==> src/rtl/writeback_trap.sv <==
// writeback_trap -- writeback stage with trap/interrupt resolution and an
// optional wait-for-interrupt sleep state.
//
// An instruction offered on valid_in is accepted when ready_out is high. One
// cycle later it either retires (register-file write, mret pulse, instret
// increment) or traps (traped pulse, cause/interupt/ecp updated, no write).
// Pending interrupts (irq gated by irq_enable) win over exception_in; among
// interrupt lines the highest set index wins, its cause taken from IRQ_CAUSE.
//
// Optional feature macro: WB_WFI_EN
//   defined   : a retired wfi_in enters SLEEP (ready_out low) and latches
//               next_pc; any irq bit wakes it, trapping to the latched
//               next_pc when irq_enable is high.
//   undefined : wfi_in retires as a no-write nop; ready_out is tied high.
//
// Ports
//   clk, reset            clock, synchronous active-high reset
//   valid_in / ready_out  instruction handshake
//   pc, next_pc           instruction address and its successor
//   alu_data, csr_data,
//   load_data             result sources chosen by write_select
//   write_select          0=ALU, 1=CSR, 2=LOAD, 3=NEXT_PC
//   rd_addr_in            destination register (x0 never written)
//   mret_in, wfi_in       instruction kind flags
//   exception_in/ecause_in synchronous exception and its cause
//   irq, irq_enable       pending interrupt lines, global enable
//   rd_we/rd_addr_out/rd_data  register-file write (rd_we is a pulse)
//   traped                trap pulse; ecause/interupt/ecp hold last trap
//   mret_out              mret retirement pulse
//   instret               retired instruction counter (wraps)
//
// rd_addr_out and rd_data are refreshed on every retirement, including ones
// that do not write (rd=x0 or wfi), and hold otherwise.
module writeback_trap #(
  parameter int                     XLEN      = 32,
  parameter int                     NUM_IRQ   = 3,
  parameter logic [4*NUM_IRQ-1:0]   IRQ_CAUSE = 12'hB73
) (
  input  logic               clk,
  input  logic               reset,
  input  logic               valid_in,
  output logic               ready_out,
  input  logic [XLEN-1:0]    pc,
  input  logic [XLEN-1:0]    next_pc,
  input  logic [XLEN-1:0]    alu_data,
  input  logic [XLEN-1:0]    csr_data,
  input  logic [XLEN-1:0]    load_data,
  input  logic [1:0]         write_select,
  input  logic [4:0]         rd_addr_in,
  input  logic               mret_in,
  input  logic               wfi_in,
  input  logic               exception_in,
  input  logic [3:0]         ecause_in,
  input  logic [NUM_IRQ-1:0] irq,
  input  logic               irq_enable,
  output logic               rd_we,
  output logic [4:0]         rd_addr_out,
  output logic [XLEN-1:0]    rd_data,
  output logic               traped,
  output logic [3:0]         ecause,
  output logic               interupt,
  output logic [XLEN-1:0]    ecp,
  output logic               mret_out,
  output logic [63:0]        instret
);

  localparam logic [1:0] WRITE_SEL_ALU     = 2'd0;
  localparam logic [1:0] WRITE_SEL_CSR     = 2'd1;
  localparam logic [1:0] WRITE_SEL_LOAD    = 2'd2;
  localparam logic [1:0] WRITE_SEL_NEXT_PC = 2'd3;

  logic            int_req_s;
  logic            accept_s;
  logic            trap_s;
  logic            retire_s;
  logic            wake_trap_s;
  logic [3:0]      irq_cause_s;
  logic [XLEN-1:0] wb_data_s;
  logic [XLEN-1:0] wake_pc_s;

  // Accept/trap/retire decode for the instruction on the handshake.
  always_comb begin
    int_req_s = irq_enable && (|irq);
    accept_s  = valid_in && ready_out;
    trap_s    = accept_s && (exception_in || int_req_s);
    retire_s  = accept_s && !(exception_in || int_req_s);
  end

  // Cause of the highest-index pending line; later iterations override earlier.
  always_comb begin
    irq_cause_s = 4'd0;
    for (int i = 0; i < NUM_IRQ; i++) begin
      irq_cause_s = irq[i] ? IRQ_CAUSE[4*i +: 4] : irq_cause_s;
    end
  end

  // Writeback result mux.
  always_comb begin
    wb_data_s = {XLEN{1'b0}};
    case (write_select)
      WRITE_SEL_ALU:     wb_data_s = alu_data;
      WRITE_SEL_CSR:     wb_data_s = csr_data;
      WRITE_SEL_LOAD:    wb_data_s = load_data;
      WRITE_SEL_NEXT_PC: wb_data_s = next_pc;
      default:           wb_data_s = {XLEN{1'b0}};
    endcase
  end

`ifdef WB_WFI_EN
  typedef enum logic [0:0] {RUN = 1'b0, SLEEP = 1'b1} state_t;

  state_t          state_r;
  state_t          state_nxt_s;
  logic [XLEN-1:0] wake_pc_r;

  assign ready_out = (state_r == RUN);
  assign wake_pc_s = wake_pc_r;

  // Sleep FSM next state; a wake traps only when interrupts are enabled.
  always_comb begin
    state_nxt_s = state_r;
    wake_trap_s = 1'b0;
    case (state_r)
      RUN: begin
        if (retire_s && wfi_in) state_nxt_s = SLEEP;
        else                    state_nxt_s = RUN;
      end
      SLEEP: begin
        if (|irq) begin
          state_nxt_s = RUN;
          wake_trap_s = irq_enable;
        end else begin
          state_nxt_s = SLEEP;
        end
      end
      default: state_nxt_s = RUN;
    endcase
  end

  // Sleep FSM state register.
  always_ff @(posedge clk) begin
    if (reset) state_r <= RUN;
    else       state_r <= state_nxt_s;
  end

  // Resume address captured when a wfi retires.
  always_ff @(posedge clk) begin
    if (reset)                      wake_pc_r <= {XLEN{1'b0}};
    else if (retire_s && wfi_in)    wake_pc_r <= next_pc;
    else                            wake_pc_r <= wake_pc_r;
  end
`else
  assign ready_out   = 1'b1;
  assign wake_trap_s = 1'b0;
  assign wake_pc_s   = {XLEN{1'b0}};
`endif

  // Registered outputs; pulses clear every cycle, trap info holds until the next trap.
  always_ff @(posedge clk) begin
    if (reset) begin
      rd_we       <= 1'b0;
      rd_addr_out <= 5'd0;
      rd_data     <= {XLEN{1'b0}};
      traped      <= 1'b0;
      ecause      <= 4'd0;
      interupt    <= 1'b0;
      ecp         <= {XLEN{1'b0}};
      mret_out    <= 1'b0;
      instret     <= 64'd0;
    end else begin
      rd_we    <= 1'b0;
      traped   <= 1'b0;
      mret_out <= 1'b0;
      if (trap_s) begin
        traped   <= 1'b1;
        ecause   <= int_req_s ? irq_cause_s : ecause_in;
        interupt <= int_req_s;
        ecp      <= pc;
      end else if (wake_trap_s) begin
        traped   <= 1'b1;
        ecause   <= irq_cause_s;
        interupt <= 1'b1;
        ecp      <= wake_pc_s;
      end else if (retire_s) begin
        rd_we       <= (rd_addr_in != 5'd0) && !wfi_in;
        rd_addr_out <= rd_addr_in;
        rd_data     <= wb_data_s;
        mret_out    <= mret_in;
        instret     <= instret + 64'd1;
      end else begin
        instret <= instret;
      end
    end
  end

endmodule

==> config.mk <==
export PLATFORM = sky130hd
export DESIGN_NAME = writeback_trap
export DESIGN_NICKNAME = d
export VERILOG_FILES = /design/src/rtl/writeback_trap.sv
export SDC_FILE = /design/constraint.sdc
export NUM_CORES = 1
export LEC_CHECK = 0
export ABC_AREA = 1
export CORE_MARGIN = 1.5
export CORE_UTILIZATION = 46
export CTS_CLUSTER_SIZE = 40
export DETAILED_ROUTE_END_ITERATION = 8
export MAX_ROUTING_LAYER = met4
export PLACE_DENSITY = 0.87
export SLEW_MARGIN = 5
export SYNTH_ARGS = -nofsm -noshare
export SYNTH_HDL_FRONTEND = slang
export SYNTH_SLANG_ARGS = --single-unit
export TNS_END_PERCENT = 1
==> constraint.sdc <==
create_clock -name clk -period 4 [get_ports clk]
set_clock_uncertainty 0.05 [all_clocks]
set_input_delay 0.8 -clock clk [delete_from_list [all_inputs] [get_ports clk]]
set_output_delay 0.8 -clock clk [all_outputs]
set_load 0.1 [all_outputs]
==> results of run 1 <==
## flip-flops by register name (all words and copies together) (netlist names), 4 cells and up
| name | count |
|---|---|
| instret | 64 |
| rd_data | 32 |
| ecause | 4 |
| ecp | 32 |
| rd_addr_out | 5 |
## cells by family after synthesis
kind of cell / synth area share [%]
buffers and inverters: 7.335
and+or+nand+nor: 40.68
AOI/OAI and AO/OA: 11.92
DFF: 38.76
adders and majority gates: 0.1718
xor gates and xnor gates: 1.082
other: 0.05149
## per-layer routing
layer / up-vias / part of all wire (%) / GRT usage, %
met5: - / 0 / -
met4: 0 / 3.4 / 13.68
met3: 68 / 9.3 / 9.397
met2: 420 / 49 / 59.77
met1: 4125 / 39 / 42.21
li1: 4236 / - / -
## worst max path at each step
stage / to / slack, ns / cells past startpoint
3_3_place_gp: instret[30] / 1.10 / 10
6_report: instret[5] / 0.99 / 1
5_1_grt: instret[5] / 0.97 / 1
2_1_floorplan: instret[56] / 1.65 / 10
4_1_cts: instret[5] / 0.99 / 1
3_5_place_dp: instret[30] / 1.07 / 10
## cells in the mapped netlist (3+ instances only)
| master | count |
|---|---|
| nand2_4 | 5 |
| a31oi_1 | 4 |
| nor3b_1 | 3 |
| buf_2 | 16 |
| inv_1 | 82 |
| nand4_1 | 16 |
| nand3_1 | 75 |
| nor2_8 | 3 |
| nor2_4 | 7 |
| nor3_1 | 19 |
| nand2_2 | 4 |
| a221oi_1 | 32 |
| clkbuf_1 | 26 |
| dfxtp_1 | 141 |
| nor2_1 | 250 |
| o21ai_0 | 79 |
| buf_1 | 4 |
| a21oi_1 | 29 |
| xnor2_1 | 7 |
| nor2_2 | 7 |
| nand2_1 | 299 |
## stage by stage
step	worst slack, ns	instances	hold slack (ns)
after floorplan	1.645	1125	0.8285
after global placement	1.099	1618	0.4004
after detailed placement	1.066	1618	0.4076
after CTS	0.9918	1650	0.4200
after global routing	0.9680	1651	0.4379
final	0.9907	1652	0.4201
## power groups by stage
stage	clock network, mW	registers (mW)	logic, mW
after CTS	1.66	1.48	0.809
final	1.66	1.48	0.813
after global routing	1.73	1.48	0.846
after detailed placement	0	1.51	0.804
after floorplan	0	1.83	0.157
after global placement	0	1.51	0.798
## layout make-up
class                   instances  area, um2  area share (%)
clock inverters                11      156.4           1.390
inverters                      83      311.5           2.768
clock buffers                  21      460.4           4.091
multi-input cells             852       3935           34.96
diodes                          2      5.005         0.04446
flip-flops and latches        141       2823           25.08
well taps                     211      264.0           2.345
repair buffers                331       3301           29.32
## worst register-to-register path: cells and delay by family (launching register included)
kind                       cells  cell delay, ns
and+or+nand+nor                8            1.12
DFF                            1            0.40
adders and majority gates      1            0.20
buffers and inverters          1            0.06
==> flow_summary_export.csv, run 1 <==
group,metric,value,unit
pwr,totalPowerFinal,3.949,mW
sta,setup_viol,0,
clocking,clkTransAtPathRegs,0.06,ns
synthesis,synthDistinctLibCells,33,
sta,hold_violations,0,
die,core_area,15310,um2
worst_setup_path,cp.required,3.15,ns
die,fp.dieW,128.8,um
pwr,ir_drop,0.3077,mV
clocking,cts_max_level,4,
worst_setup_path,slowest_stage,"clkdlybuf4s50_1",
sta,rsz0062_at_grt,"false",
synthesis,yosys_warnings,0,
worst_setup_path,critPathLaunch,"instret[5]",
sta,worst_pin_slew,1.087,ns
clocking,cts_sinks,141,
die,initial_core_util,47.56,%
pwr,clockPowerShare,42.0,%
sta,slew_headroom,27.47,%
worst_setup_path,r2r_cells,10,
synthesis,syn_inst,1125,
sta,slew_viol_final,0,
final_layout,drive_gt1_share,5.003,%
synthesis,synth_ff_type,"dfxtp_1",
final_layout,final_cell_mix,"clkdlybuf4s50_1 (321), nand2_1 (299), nor2_1 (248)",
status,status,"finished clean",
clocking,cts_buffer_depth,2,
synthesis,synth_top_area_share,38.76,%
placement,io_buffers,321,
detailed_routing,drt-initial-drc-count,709,
synthesis,yosysTopAreaCell,"dfxtp_1",
pwr,power_density,350.8,nW/um2
worst_setup_path,crit_type,"reg -> out",
detailed_routing,drtAntennaViolNets,0,
pwr,switching_share,30.16,%
final_layout,final_cell_area,11260,um2
global_route,grt_pass1_wl,44.08,mm
placement,globalplace.congestion,0.9947,
synthesis,avgSynthCellArea,6.474,um2
pwr,p_sw,1.191,mW
sta,max_clock_freq,332.3,MHz
worst_setup_path,cp_num_buf_inv,1,
detailed_routing,wire_per_inst,17.84,um
worst_setup_path,start_kind,"flip-flop",
clocking,numCtsBuffers,17,
pwr,p_seq_share,37.4,%
synthesis,netlist_area,7283,um2
die,die-area,16600,um2
detailed_routing,drt_first_pass_iters,6,
min_path,hp-start,"interupt",
placement,post_dp_cell_area,10630,um2
clocking,worstSkewPairLatency,0.43,ns
detailed_routing,drc,0,
global_route,antenna_found_initial,1,
clocking,root_buffer,"clkbuf_16",
global_route,grt_max_degree,94,
detailed_routing,vias,8849,
global_route,grt.overflow.total,0,
final_layout,final_util,73.50,%
global_route,grt_util_all_layers,36.17,%
pwr,p_leak,4.298,nW
worst_setup_path,max_stage_delay,1.25,ns
synthesis,synth_fp_nets,1307,
worst_setup_path,cp_top_family,"buffers and inverters",
final_layout,fill_cells,1248,
die,die_y,128.8,um
worst_setup_path,cp-end-kind,"output pin",
worst_setup_path,r2r_end,"instret[50]",
flow_run,maxCapViolCount,0,
detailed_routing,drt_wl_total,29.48,mm
final_layout,syn2layout_area_growth,54.54,%
global_route,grt_pass1_vias,8234,
min_path,worstHoldPathCells,2,
final_layout,mostFrequentLayoutCell,"clkdlybuf4s50_1",
pwr,pwr-share-comb,20.6,%
min_path,hold_path_class,"reg -> reg",
worst_setup_path,path_cells,"clkdlybuf4s50_1",
synthesis,yosys-top-cells-area,"dfxtp_1 (39%), nand2_1 (15%), nor2_1 (13%), o21ai_0 (5.4%), nand3_1 (5.2%)",
clocking,cts_tree,"built",
synthesis,synth_seq_cells,141,
worst_setup_path,critical_path.max_fanout,6,
final_layout,final_nets,1608,
synthesis,synth_edf_count,0,
sta,fin_crit,3.009,ns
clocking,cts_resized,0,
worst_setup_path,critPathArrivalTime,2.16,ns
die,io-pin-count,323,
worst_setup_path,r2r_start,"instret[1]",
placement,dp_hpwl,22.52,mm
clocking,post_cts_buffers,0,
clocking,holdBufCountCts,0,
sta,fin_crit_sh,75.23,%
synthesis,seq_area_frac_synth,38.76,%
pwr,p_int,2.758,mW
min_path,min_to,"interupt",
detailed_routing,routed_via_density,5.357,
synthesis,synthArstFlopShare,0,%
die,rows,45,
sta,setup_tns,0,ns
worst_setup_path,rrSetupSlack,2.08,ns
No activity file was read; power rests on OpenSTA's default activity.
==> inputs of run 2 (changes only) <==
--- a/config.mk
+++ b/config.mk
@@ -7,11 +7,11 @@
 export LEC_CHECK = 0
 export ABC_AREA = 1
 export CORE_MARGIN = 1.5
-export CORE_UTILIZATION = 46
+export CORE_UTILIZATION = 38
 export CTS_CLUSTER_SIZE = 40
 export DETAILED_ROUTE_END_ITERATION = 8
 export MAX_ROUTING_LAYER = met4
-export PLACE_DENSITY = 0.87
+export PLACE_DENSITY = 0.77
 export SLEW_MARGIN = 5
 export SYNTH_ARGS = -nofsm -noshare
 export SYNTH_HDL_FRONTEND = slang
==> constraint.sdc (replaced) <==
create_clock -name clk -period 2.6 [get_ports clk]
set_clock_uncertainty 0.05 [all_clocks]
set_input_delay 0.52 -clock clk [delete_from_list [all_inputs] [get_ports clk]]
set_output_delay 0.52 -clock clk [all_outputs]
set_load 0.1 [all_outputs]
==> run 2 against run 1 <==
Clock power is 55% higher. Cell count grew 2.5%. First-iteration DRC count is 14% lower. Setup slack got worse by 0.39 ns. Core utilization fell by 14 points. Register-to-register slack worse by 1.5 ns. Critical path type is now reg -> reg. Highest routed layer unchanged. Largest cell class unchanged. Cell area decreased by 1.4%. Critical path depth grew 9. Global-route usage is 5.8 points lower. Hold slack worse by 0.0045 ns. Non-clock buffer count rose by 18.
==> flow_summary_export.csv, run 2 (same netlist as run 1, synthesis figures left out) <==
group,metric,value,unit
status,status,"finished clean",
clocking,worstSkewPairLatency,0.43,ns
sta,setup_viol,0,
clocking,cts_resized,0,
clocking,cts_buffer_depth,2,
worst_setup_path,slowest_stage,"dfxtp_1",
placement,dp_cells,1659,
clocking,clkTransAtPathRegs,0.06,ns
worst_setup_path,max_stage_delay,0.38,ns
final_layout,final_cell_mix,"nand2_1 (299), nor2_1 (248), clkdlybuf4s50_1 (180)",
clocking,cts_sinks,141,
final_layout,drive_gt1_share,15.99,%
worst_setup_path,cp.required,2.87,ns
die,die-area,20010,um2
pwr,clockPowerShare,42.2,%
placement,dp_hpwl,23.44,mm
final_layout,fill_cells,1776,
clocking,root_buffer,"clkbuf_16",
die,die_y,141.4,um
global_route,grt_util_all_layers,30.41,%
die,core_area,18770,um2
pwr,p_sw,1.897,mW
sta,fin_crit_sh,76.73,%
die,io-pin-count,323,
sta,slew_viol_final,0,
detailed_routing,wire_per_inst,17.49,um
pwr,ir_drop,0.4379,mV
worst_setup_path,cp_num_buf_inv,2,
clocking,numCtsBuffers,17,
global_route,antenna_found_initial,3,
sta,max_clock_freq,501.3,MHz
min_path,hold_path_class,"reg -> reg",
final_layout,finalNonFillerCells,1694,
clocking,cts_max_level,4,
die,fp.dieW,141.4,um
sta,worst_pin_slew,0.6937,ns
detailed_routing,drt-initial-drc-count,608,
final_layout,mostFrequentLayoutCell,"nand2_1",
pwr,p_seq_share,37.2,%
sta,hold_violations,0,
placement,io_buffers,321,
die,initial_core_util,38.81,%
worst_setup_path,path_cells,"ha_1 -> inv_1 -> nor2_2 -> nand2_4 -> nor2_1 -> nand2_1 -> inv_1 -> nand2_1 -> o21ai_0 -> nor2_1",
final_layout,largestRegisters,"instret x64, ecp x32, rd_data x32",
detailed_routing,routed_via_density,5.122,
worst_setup_path,cp_top_family,"simple AND/OR/NAND/NOR gates",
worst_setup_path,crit_type,"reg -> reg",
pwr,power_density,548.6,nW/um2
flow_run,maxCapViolCount,0,
detailed_routing,drtAntennaViolNets,0,
sta,rsz0062_at_grt,"false",
sta,slew_headroom,53.70,%
placement,post_dp_cell_area,10480,um2
clocking,holdBufCountCts,0,
clocking,post_cts_buffers,0,
final_layout,final_util,59.15,%
sta,fin_crit,1.995,ns
worst_setup_path,cp-end-kind,"flip-flop",
global_route,grt_pass1_wl,45.11,mm
final_layout,largest_register_ffs,64,
worst_setup_path,critPathArrivalTime,2.27,ns
final_layout,final_nets,1626,
pwr,p_leak,4.678,nW
pwr,pwr-share-comb,20.5,%
placement,globalplace.congestion,0.9690,
global_route,grt.overflow.total,0,
pwr,p_int,4.194,mW
global_route,grt_max_degree,37,
final_layout,top_register,"instret",
worst_setup_path,critical_path.max_fanout,4,
pwr,switching_share,31.14,%
detailed_routing,vias,8676,
global_route,grt_pass1_vias,8337,
clocking,cts_tree,"built",
detailed_routing,drt_first_pass_iters,5,
detailed_routing,drt_wl_total,29.63,mm
die,rows,50,
final_layout,syn2layout_area_growth,52.41,%
worst_setup_path,start_kind,"flip-flop",
detailed_routing,drc,0,
final_layout,final_cell_area,11100,um2
sta,setup_tns,0,ns
run 2: cell types whose count changed in the layout (fill, tap and decap cells not counted):
cell and change:
buf_4 +156, clkdlybuf4s50_1 -141, buf_12 +3, clkbuf_1 -2, clkbuf_8 -2, clkinv_2 +2
inv_6 +2, clkinv_4 +1, clkinvlp_4 -1, diode_2 +1
run 2: final cells by class:
| class | count | area, um2 | area share, % |
|---|---|---|---|
| Clock inverter | 15 | 185.2 | 1.668 |
| Sequential cell | 141 | 2823 | 25.43 |
| Tap cell | 234 | 292.8 | 2.638 |
| Inverter | 83 | 311.5 | 2.807 |
| Multi-Input combinational cell | 852 | 3935 | 35.45 |
| Clock buffer | 17 | 425.4 | 3.832 |
| Antenna cell | 3 | 7.507 | 0.06763 |
| Timing Repair Buffer | 349 | 3120 | 28.11 |
run 2: layer usage:
layer / wire (um) / part of all wire [%] / track usage, %
met1: 11800 / 40 / 35.00
met4: 1292 / 4.4 / 14.27
met3: 2259 / 7.6 / 7.324
met5: 0 / 0 / -
met2: 14280 / 48 / 50.08
run 2: path summary, 6_finish.rpt:
path / to / cells after the start / slack [ns] / startpoint
worst max-delay path: instret[38] / 10 / 0.61 / instret[1]
worst min-delay path: rd_addr_out[0] / 2 / 0.42 / rd_addr_out[0]
worst max register to register: instret[38] / 10 / 0.61 / instret[1]
worst min register to register: rd_addr_out[0] / 2 / 0.42 / rd_addr_out[0]
run 2: tightest hold or removal path, delay by kind of cell, from the launching register on:
kind	cells	cell delay, ns
DFF	1	0.31
and+or+nand+nor	1	0.06
AOI/OAI and AO/OA	1	0.05
run 2: metrics by stage:
stage               power, mW  setup WS, ns  hold WS [ns]
global placement        3.553        0.2337        0.4030
global route            6.263        0.4342        0.4489
floorplan               3.053        0.2454        0.5485
detailed placement      3.560        0.1983        0.4064
finish                  6.090        0.6050        0.4157
CTS                     6.109        0.6155        0.4160
run 2: power by group through the flow:
stage | combinational, mW | clock, mW | sequential [mW]
after global placement | 1.24 | 0 | 2.31
after global routing | 1.31 | 2.68 | 2.27
after CTS | 1.25 | 2.59 | 2.27
after detailed placement | 1.25 | 0 | 2.31
after floorplan | 0.242 | 0 | 2.81
final | 1.25 | 2.57 | 2.27
